**src/rtl/adder_pipelined.sv**
```systemverilog
// adder_pipelined: add/subtract unit whose carry chain is cut into
// CHUNK-bit slices, one register stage per slice, with valid/ready on both sides.
//
// Ports:
//   clk, rst             clock, synchronous active-high reset
//   in_valid / in_ready  input handshake for op, input_1, input_2
//   op                   0 = input_1 + input_2, 1 = input_1 - input_2
//   out_valid/out_ready  output handshake for value, borrow
//   value                WIDTH_OUT-bit result (two's complement when SIGNED=1)
//   borrow               unsigned subtract only: input_1 < input_2
module adder_pipelined #(
    parameter int WIDTH_1 = 8,
    parameter int WIDTH_2 = 8,
    parameter int CHUNK = 4,
    parameter int SIGNED = 0,
    localparam int WIDTH_OUT = ((WIDTH_1 > WIDTH_2) ? WIDTH_1 : WIDTH_2) + 1,
    localparam int STAGES = (WIDTH_OUT + CHUNK - 1) / CHUNK
) (
    input  logic                 clk,
    input  logic                 rst,
    input  logic                 in_valid,
    output logic                 in_ready,
    input  logic                 op,
    input  logic [WIDTH_1-1:0]   input_1,
    input  logic [WIDTH_2-1:0]   input_2,
    output logic                 out_valid,
    input  logic                 out_ready,
    output logic [WIDTH_OUT-1:0] value,
    output logic                 borrow
);

    logic                 advance;
    logic [WIDTH_OUT-1:0] a_ext;
    logic [WIDTH_OUT-1:0] b_ext;
    logic [WIDTH_OUT-1:0] b_op;
    logic                 borrow_q;

    // The whole pipe moves in lockstep; it only stalls when a result
    // is sitting at the output and the consumer is not taking it.
    assign advance  = out_ready | ~out_valid;
    assign in_ready = advance & ~rst;

    assign a_ext = (SIGNED != 0)
        ? {{(WIDTH_OUT-WIDTH_1){input_1[WIDTH_1-1]}}, input_1}
        : {{(WIDTH_OUT-WIDTH_1){1'b0}}, input_1};
    assign b_ext = (SIGNED != 0)
        ? {{(WIDTH_OUT-WIDTH_2){input_2[WIDTH_2-1]}}, input_2}
        : {{(WIDTH_OUT-WIDTH_2){1'b0}}, input_2};

    // Subtract is A + ~B + 1; the +1 enters as the carry-in of slice 0.
    assign b_op = op ? ~b_ext : b_ext;

    for (genvar k = 0; k < STAGES; k++) begin : g_st
        localparam int LO = k * CHUNK;
        localparam int REM = WIDTH_OUT - LO;
        localparam int SW = (REM < CHUNK) ? REM : CHUNK;
        localparam int HW = REM - SW;

        // sa/sb hold only operand bits not yet consumed; bit 0 is
        // the lowest bit of this stage's slice.
        logic [REM-1:0]     sa;
        logic [REM-1:0]     sb;
        logic               sc;
        logic               sop;
        logic               sv;
        logic [SW:0]        sum;
        logic [LO+SW-1:0]   r_d;
        logic [LO+SW-1:0]   r_q;
        logic               v_q;

        if (k == 0) begin : g_head
            assign sa  = a_ext;
            assign sb  = b_op;
            assign sc  = op;
            assign sop = op;
            assign sv  = in_valid;
            assign r_d = sum[SW-1:0];
        end else begin : g_body
            assign sa  = {g_st[k-1].g_fwd.a_q};
            assign sb  = {g_st[k-1].g_fwd.b_q};
            assign sc  = g_st[k-1].g_fwd.c_q;
            assign sop = g_st[k-1].g_fwd.op_q;
            assign sv  = g_st[k-1].v_q;
            assign r_d = {sum[SW-1:0], g_st[k-1].r_q};
        end

        assign sum = {1'b0, sa[SW-1:0]}
                   + {1'b0, sb[SW-1:0]}
                   + {{SW{1'b0}}, sc};

        always_ff @(posedge clk) begin
            if (rst) begin
                v_q <= 1'b0;
                r_q <= '0;
            end else if (advance) begin
                v_q <= sv;
                r_q <= r_d;
            end
        end

        if (HW > 0) begin : g_fwd
            logic [HW-1:0] a_q;
            logic [HW-1:0] b_q;
            logic          c_q;
            logic          op_q;

            always_ff @(posedge clk) begin
                if (rst) begin
                    c_q  <= 1'b0;
                    op_q <= 1'b0;
                end else if (advance) begin
                    c_q  <= sum[SW];
                    op_q <= sop;
                end
            end

            // Pure data; its valid bit travels alongside, so no reset.
            always_ff @(posedge clk) begin
                if (advance) begin
                    a_q <= sa[REM-1:SW];
                    b_q <= sb[REM-1:SW];
                end
            end
        end else begin : g_last
            // No carry out of the top slice means the unsigned
            // subtraction wrapped, i.e. input_1 < input_2.
            always_ff @(posedge clk) begin
                if (rst) begin
                    borrow_q <= 1'b0;
                end else if (advance) begin
                    borrow_q <= (SIGNED == 0) && sop && !sum[SW];
                end
            end
        end
    end

    assign out_valid = g_st[STAGES-1].v_q;
    assign value     = g_st[STAGES-1].r_q;
    assign borrow    = borrow_q;

endmodule

```
**config.mk**
```make
export PLATFORM = sky130hd
export DESIGN_NAME = adder_pipelined
export DESIGN_NICKNAME = d
export VERILOG_FILES = /design/src/rtl/adder_pipelined.sv
export SDC_FILE = /design/constraint.sdc
export NUM_CORES = 1
export LEC_CHECK = 0
export BUFFER_PORTS_ARGS = -buffer_cell sky130_fd_sc_hd__buf_4
export CORE_MARGIN = 3
export CORE_UTILIZATION = 30
export DETAILED_ROUTE_END_ITERATION = 12
export PLACE_DENSITY = 0.54
export SYNTH_ARGS = -nofsm -noshare
export SYNTH_HDL_FRONTEND = slang
export SYNTH_SLANG_ARGS = --single-unit
```
**constraint.sdc**
```tcl
create_clock -name clk -period 3.75 [get_ports clk]
set_input_delay 0.1875 -clock clk [delete_from_list [all_inputs] [get_ports clk]]
set_output_delay 0.1875 -clock clk [all_outputs]
set_load 0.1 [all_outputs]
```
==> out/results.ini, run 1 <==
[route]
vias=1210
drt_iter0_drc=39
drc=0
wl_per_cell_um=11.4
vias_per_cell=4.50
dr.pass1.iters=4
routed_wl_um=3080
ant_nets=0

[cts]
holdBufCountCts=0
clk_path_buf_depth=2
numCtsBuffers=5
cts_sinks=39
clk_pin_slew_ps=70
post_cts_resize_count=0
insertion_delay_ps=280
htree_levels=2
post_cts_buffers=0
cts_tree=done
cts-root-buf=clkbuf_8

[power_and_ir_drop]
p_leak_uw=0.000851
p_int_uw=679
p_seq_share_pct=51.1
power.density_nw_per_um2=473
switchingPower_uw=287
power.share.combinational_pct=22.0
clkPwrFrac_pct=27.0
worst_ir_drop_vdd_mv=0.225
swShare_pct=29.7

[floorplanning]
io_pins=33
die_h_um=80.7
die-area_um2=6510
core_um2=5240
rows=26
initial_core_util_pct=32.0
fp.dieW_um=80.7

[sta]
period_needed_ps=1860
finalHoldViolations=0
finalCritPeriodShare_pct=49.5
holdWs_ps=77.2
setup-tns-final_ps=0
fmax_mhz=538
max-slew-margin-rel_pct=28.7
finClkSkew_ps=2.88
finalSetupViolations=0
slew_violations=0
rsz0062_at_grt=false
worstMarginPinSlew_ps=1070

[layout]
final_core_util_pct=39.0
drive_above_1_share_pct=21.6
fin_nets=230
final_common_cell=nand2_1
fill_cells=536
mostFrequentLayoutCells=nand2_1 (41), buf_4 (34), dfxtp_1 (29)
antenna_cells=0
area_growth_syn_to_layout_pct=22.0

[logic_synthesis]
synth.avg_cell_area_um2=9.96
synth_cells=168
synth_nets=199
syn_area_um2=1670
ys_types=29
synth.top_cell.area_share_pct=34.7
ys_seq_elements=39
synth-warning-count=0
synth_area_leaders=dfxtp_1 (35%), edfxtp_1 (18%), nand2_1 (9.2%)
synth-seq-area-share_pct=52.6
yosysTopAreaCell=dfxtp_1

[outcome]
status=finished, final reports clean

[place]
dp_hpwl_um=2090
numPortBuffers=32
place_congestion=0.666

[global_routing]
met3_usage_pct=3.25
met1_usage_pct=13.4
grt_most_used_layer=met2
grt_pass1_vias=1132
grt_max_degree=37
grtUsageMet2_pct=15.9
grt_overflow_total=0
grt_pass1_wl_um=5130
track_usage_pct=10.3
antenna_found_initial=0

[worst_setup_path]
worstPathRequired_ps=3910
path_max_fanout=2
crit_type=register to register
cp-end-kind=register
start_kind=register
arrival_ps=2020

[hold_path]
min_path_type=primary input to register

[run]
cap_viol_max_count=0

final cells by class:
| type | count | area [um2] | share of cell area, % |
|---|---|---|---|
| clock buffer | 7 | 76.3 | 3.74 |
| inverter | 1 | 3.75 | 0.184 |
| multi-input combinational | 118 | 739 | 36.2 |
| sequential | 39 | 881 | 43.1 |
| tap | 70 | 87.6 | 4.29 |
| timing repair buffer | 34 | 255 | 12.5 |
synthesized netlist by cell type:
master     instances
a2111o_1           1
a2111oi_2          1
a211oi_1           5
a21o_1             4
a21oi_1           22
a31oi_1            1
and2_2             1
buf_1              1
buf_2              6
buf_6              1
clkbuf_1           2
dfxtp_1           29
edfxtp_1          10
fa_1               3
ha_1               7
inv_1              1
mux2_4             1
nand2_1           41
nand2b_1           2
nand3b_1           3
nand4_1            1
nor2_1             9
nor2b_1            1
nor3_1             2
nor4bb_1           1
o211ai_1           1
or3_1              1
xnor2_1            3
xor2_1             7
worst max-delay path, stage by stage, from the launching register on:
cell,delay [ps]
edfxtp_1,400
fa_1,460
fa_1,410
a21o_1,170
a211oi_1,220
nor3_1,70
worst paths after layout:
kind | start | to | slack [ps] | cells past startpoint
max | g_st[0].g_fwd.a_q[0] | g_st[1].g_fwd.c_q | 1890 | 5
min | input_1[5] | g_st[0].g_fwd.a_q[1] | 80 | 1
max reg2reg | g_st[0].g_fwd.a_q[0] | g_st[1].g_fwd.c_q | 1890 | 5
min reg2reg | g_st[0].g_fwd.b_q[4] | g_st[1].g_fwd.b_q | 430 | 0
power by group through the flow:
stage               clock, uW  sequential, uW  combinational [uW]
floorplan                   0             564                99.2
global placement            0             502                 217
detailed placement          0             503                 215
CTS                       270             494                 216
global route              285             500                 234
finish                    261             493                 212
sequential cells by signal (all words and copies together) (netlist names):
register         count
g_st.r_q            12
out_valid            1
g_st.v_q             2
g_st.g_fwd.c_q       2
g_st.g_fwd.b_q       6
g_st.g_fwd.op_q      2
g_st.g_fwd.a_q       4
borrow               1
value                9
cell families (layout without fill, tap and decap cells):
group / after synthesis / in the layout / share of synthesized area, %
flip-flops: 39 / 39 / 52.6
multiplexers: 1 / 1 / 0.897
AO/OA/AOI/OAI: 35 / 35 / 13.0
XOR/XNOR: 10 / 10 / 5.23
buffers and inverters: 11 / 42 / 3.36
adder cells (fa/ha/maj): 10 / 10 / 8.82
AND/OR/NAND/NOR: 62 / 62 / 16.1
metal layers:
metal	vias up	wire length [um]
li1	630	-
met1	549	1490
met2	25	1380
met3	6	156
met4	0	47
met5	-	0
metrics by stage:
stage                     cells  area, um2  power [uW]  worst slack, ps
after CTS                   269       2040         980             1880
after global placement      262       1970         719             1900
after detailed placement    262       1970         719             1880
after floorplan             168       1670         663             1050
final                       269       2040         966             1890
after global routing        269       2040        1020             1750
(Power assumes the default switching activity.)
==> run 2: changes to the inputs <==
- ABC_AREA: unset -> 1
- clock period: 3.75 -> 1.9 ns (I/O delays scaled with it)
==> run 2 against run 1 <==
Clock skew rose by 4.8 ps. Cell count grew 5.2%. Largest power group unchanged. Synthesized cell count up 3.6%. Count of clock-buffer cells in the layout did not move. Sequential cell count did not move. Global-route usage rose by 0.18 points. Critical endpoint unchanged.
==> out/results.ini, run 2 <==
[logic_synthesis]
synth_most_common_cell=nor2_1
async_flop_share_pct=0
synth_cells=174
synth-seq-area-share_pct=52.7
ys_seq_elements=39
yosysTopAreaCell=dfxtp_1
synth.avg_cell_area_um2=9.60
synth_nets=205
syn_area_um2=1670
synthFlopType=dfxtp_1
synth.top_cell.area_share_pct=34.8
ys_types=22
synth_area_leaders=dfxtp_1 (35%), edfxtp_1 (18%), nor2_1 (9.0%)
synth_common_cells=nor2_1 (40), dfxtp_1 (29), a21oi_1 (16)
synth_edf_count=10
synth-warning-count=0

[route]
wl_per_cell_um=10.5
routed_wl_um=2960
vias=1214
vias_per_cell=4.29
drc=0
ant_nets=0
drt_iter0_drc=60
dr.pass1.iters=4

[worst_setup_path]
path_max_fanout=2
regToRegStartpoint=g_st[0].g_fwd.a_q[0]
critical-path-top-delay-family=adder cells
cp-end-kind=register
cp-startpoint=g_st[0].g_fwd.a_q[0]
worstPathRequired_ps=2090
cpPeakStageDelay_ps=460
crit_type=register to register
start_kind=register
worstPathCellList=fa_1 > fa_1 > nand3_1 > a21oi_1 > a21oi_1 > nor2_1
slowest_stage=fa_1
crit_buf_inv=0
arrival_ps=1870

[cts]
post_cts_buffers=0
post_cts_resize_count=0
cts-root-buf=clkbuf_8
cts_tree=done
clk_pin_slew_ps=80
numCtsBuffers=5
holdBufCountCts=4
insertion_delay_ps=290
htree_levels=2
cts_sinks=39
clk_path_buf_depth=2

[sta]
max-slew-margin-rel_pct=62.1
period_needed_ps=1690
worstMarginPinSlew_ps=567
finClkSkew_ps=7.68
setup-tns-final_ps=0
setup_ws_ps=213
finalSetupViolations=0
rsz0062_at_grt=false
finalHoldViolations=0
slew_violations=0
fmax_mhz=593
finalCritPeriodShare_pct=88.8

[layout]
area_growth_syn_to_layout_pct=24.9
design_area_um2=2090
antenna_cells=0
largest-register=g_st.r_q
drive_above_1_share_pct=22.5
mostFrequentLayoutCells=nor2_1 (39), buf_4 (35), dfxtp_1 (29)
final_common_cell=nor2_1
fin_nets=243
final_core_util_pct=39.8
largest_register_ffs=12

[floorplanning]
io_pins=33
die-area_um2=6500
rows=26
initial_core_util_pct=31.9
fp.dieW_um=80.6
core_um2=5240
die_h_um=80.6

[power_and_ir_drop]
p_leak_uw=0.000963
worst_ir_drop_vdd_mv=0.466
total_power_uw=1980
power.density_nw_per_um2=946

[global_routing]
grt_pass1_vias=1193
track_usage_pct=10.5
grt_overflow_total=0
grt_max_degree=33
grt_pass1_wl_um=5200
antenna_found_initial=0

[place]
place_ws_ps=215
dpl_cell_area_um2=1970
numPortBuffers=32
place_congestion=0.754
dp_hpwl_um=2030

[outcome]
status=finished, final reports clean

[hold_path]
hold_start=rst
min_path_type=primary input to register

[run]
cap_viol_max_count=0

[run 2: cell types whose count changed after synthesis, sizes merged, moves of 6 or more]
cell,before,now
nand3,0,6
nand2,41,10
a21oi,22,16
inv,1,7
nor2,9,42
o21ai,0,24
[run 2: layout make-up]
type	instances	area [um2]
Clock buffer	7	76.3
Sequential cell	39	881
Clock inverter	1	5.00
Multi-Input combinational cell	120	708
Inverter	7	26.3
Fill cell	542	3150
Tap cell	70	87.6
Timing Repair Buffer	39	303
[run 2: cell families (layout without fill, tap and decap cells)]
| logic type | count (synthesis) | count (layout) | synth area share [%] |
|---|---|---|---|
| and+or+nand+nor | 59 | 59 | 15.2 |
| buffers and inverters | 15 | 54 | 5.32 |
| DFF | 39 | 39 | 52.7 |
| adders and majority gates | 10 | 10 | 8.84 |
| xor gates and xnor gates | 10 | 10 | 5.24 |
| AOI/OAI and AO/OA | 41 | 41 | 12.7 |
[run 2: through the flow]
stage / hold slack [ps] / cells
floorplan: 164 / 174
finish: 41.9 / 283
detailed placement: 274 / 271
global placement: 273 / 271
global route: 45.3 / 283
CTS: 37.6 / 283
[run 2: final timing paths]
kind,end,slack [ps],depth (start not counted)
max,g_st[1].g_fwd.c_q,210,6
max reg2reg,g_st[1].g_fwd.c_q,210,6
min,g_st[0].g_fwd.c_q,40,2
min reg2reg,g_st[1].g_fwd.b_q,430,0
[run 2: worst reg2reg max path: stages (launching register included)]
cell,delay (ps)
edfxtp_1,400
fa_1,460
fa_1,410
nand3_1,90
a21oi_1,60
a21oi_1,120
nor2_1,50
[run 2: power by group]
part / switching [uW] / internal (uW) / leakage, uW
registers: 39.6 / 941 / 0.000345
logic: 305 / 156 / 0.000576
clock network: 276 / 258 / 0.0000422
[run 2: metal layers]
layer  track usage [%]  vias up  share of wire (%)  wire, um
li1                  -      653                  -         -
met1              13.0      519                 48      1410
met2              16.3       34                 43      1270
met3              3.81        8                7.5       223
met4              4.56        0                1.7        51
met5                 0        -                  0         0
==> run 3: changes to the inputs <==
- CORE_ASPECT_RATIO: unset -> 0.6
- CORE_MARGIN: 3 -> 2
- CTS_CLUSTER_SIZE: unset -> 14
==> run 3 against run 2 <==
Via count is the same. Worst hold slack lost 8.8 ps. Largest cell class unchanged. Sequential power is essentially flat. Power grew 8.5%. Routed wire length grew 12%. Global-route usage grew 1.6 points. Critical path type unchanged.
==> out/results.ini, run 3 (synthesis gave the netlist of run 2 again) <==
[sta]
slew_violations=0
finalHoldViolations=0
holdWs_ps=33.2
rsz0062_at_grt=false
period_needed_ps=1720
max-slew-margin-rel_pct=76.1
setup-tns-final_ps=0
finalCritPeriodShare_pct=90.4
worstMarginPinSlew_ps=358
fmax_mhz=582
finalSetupViolations=0
finClkSkew_ps=11.5
setup_ws_ps=182

[worst_setup_path]
critical-path-top-delay-family=adder cells
cp-end-kind=register
cpPeakStageDelay_ps=470
worstPathCellList=fa_1 > fa_1 > nand3_1 > a21oi_1 > a21oi_1 > nor2_1
crit_type=register to register
worstPathRequired_ps=2090
slowest_stage=fa_1
path_max_fanout=2
arrival_ps=1910
start_kind=register
r2r_slack_ps=180
crit_buf_inv=0

[global_routing]
grt_most_used_layer=met1
met1_usage_pct=17.7
grt_pass1_vias=1151
track_usage_pct=12.1
grt_max_degree=26
grt_pass1_wl_um=5710
grt_overflow_total=0
antenna_found_initial=0
met3_usage_pct=4.25
grtUsageMet2_pct=16.9

[layout]
largest_register_ffs=12
antenna_cells=0
final_cells=279
final_common_cell=nor2_1
largest-register=g_st.r_q
mostFrequentLayoutCells=nor2_1 (39), buf_4 (34), dfxtp_1 (29)
area_growth_syn_to_layout_pct=27.5
fin_nets=243
drive_above_1_share_pct=23.5

[route]
vias_per_cell=4.35
drc=0
drt_iter0_drc=47
dr.pass1.iters=4
ant_nets=0
vias=1214
wl_per_cell_um=11.8
routed_wl_um=3300

[cts]
clk_pin_slew_ps=80
cts_sinks=39
clk_path_buf_depth=2
cts_tree=done
insertion_delay_ps=290
holdBufCountCts=4
post_cts_buffers=0
numCtsBuffers=5
htree_levels=2
post_cts_resize_count=0
cts-root-buf=clkbuf_8

[run]
cap_viol_max_count=0

[place]
dp_hpwl_um=2320
dp_cells=267
numPortBuffers=32
place_congestion=0.709
place_ws_ps=191

[floorplanning]
fp.dieW_um=100
rows=20
die_h_um=61.8
initial_core_util_pct=32.1
core_um2=5200
io_pins=33
die-area_um2=6200

[outcome]
status=finished, final reports clean

[power_and_ir_drop]
power.density_nw_per_um2=1010
worst_ir_drop_vdd_mv=0.440
p_leak_uw=0.000987

[hold_path]
min_path_type=primary input to register

## run 3: changes by cell type in the layout (fill, tap and decap cells not counted)
| cell | previous run | this run |
|---|---|---|
| clkbuf_1 | 2 | 0 |
| buf_12 | 0 | 1 |
| buf_4 | 35 | 34 |
| clkbuf_16 | 0 | 1 |
| clkbuf_8 | 5 | 6 |
| clkinv_2 | 1 | 0 |
| inv_6 | 0 | 1 |
## run 3: per-stage QoR
step | area, um2 | power, uW | utilization [%]
CTS | 2130 | 2160 | 40.9
global route | 2130 | 2260 | 40.9
detailed placement | 1970 | 1470 | 37.9
global placement | 1970 | 1460 | 37.9
floorplan | 1680 | 1350 | -
finish | 2130 | 2140 | 40.9
## run 3: final timing paths
check	end	from	cells past startpoint
setup / recovery	g_st[1].g_fwd.c_q	g_st[0].g_fwd.a_q[0]	6
hold reg to reg	g_st[1].g_fwd.b_q	g_st[0].g_fwd.b_q[4]	0
hold / removal	out_valid	rst	2
setup reg to reg	g_st[1].g_fwd.c_q	g_st[0].g_fwd.a_q[0]	6
## run 3: area by class of cell
type | instances | area (um2)
fill | 539 | 3080
sequential | 39 | 881
multi-input combinational | 120 | 708
timing repair buffer | 39 | 315
clock buffer | 7 | 108
tap | 66 | 82.6
inverter | 7 | 26.3
clock inverter | 1 | 8.76
## run 3: worst register-to-register path, cell delays in order, from the launching register on
cell      delay [ps]
edfxtp_1         400
fa_1             470
fa_1             420
nand3_1           90
a21oi_1           70
a21oi_1          110
nor2_1            50
## run 3: metal layers
metal	vias to the layer above	share of wire (%)	wire, um
met5	-	0	0
met4	0	0.61	20
met3	4	5.0	165
met2	26	37	1210
met1	532	58	1910
li1	652	-	-
## run 3: power by group
group | internal [uW] | leakage [uW] | switching (uW)
combinational | 159 | 0.000583 | 314
clock | 379 | 0.0000600 | 308
sequential | 940 | 0.000345 | 43.0
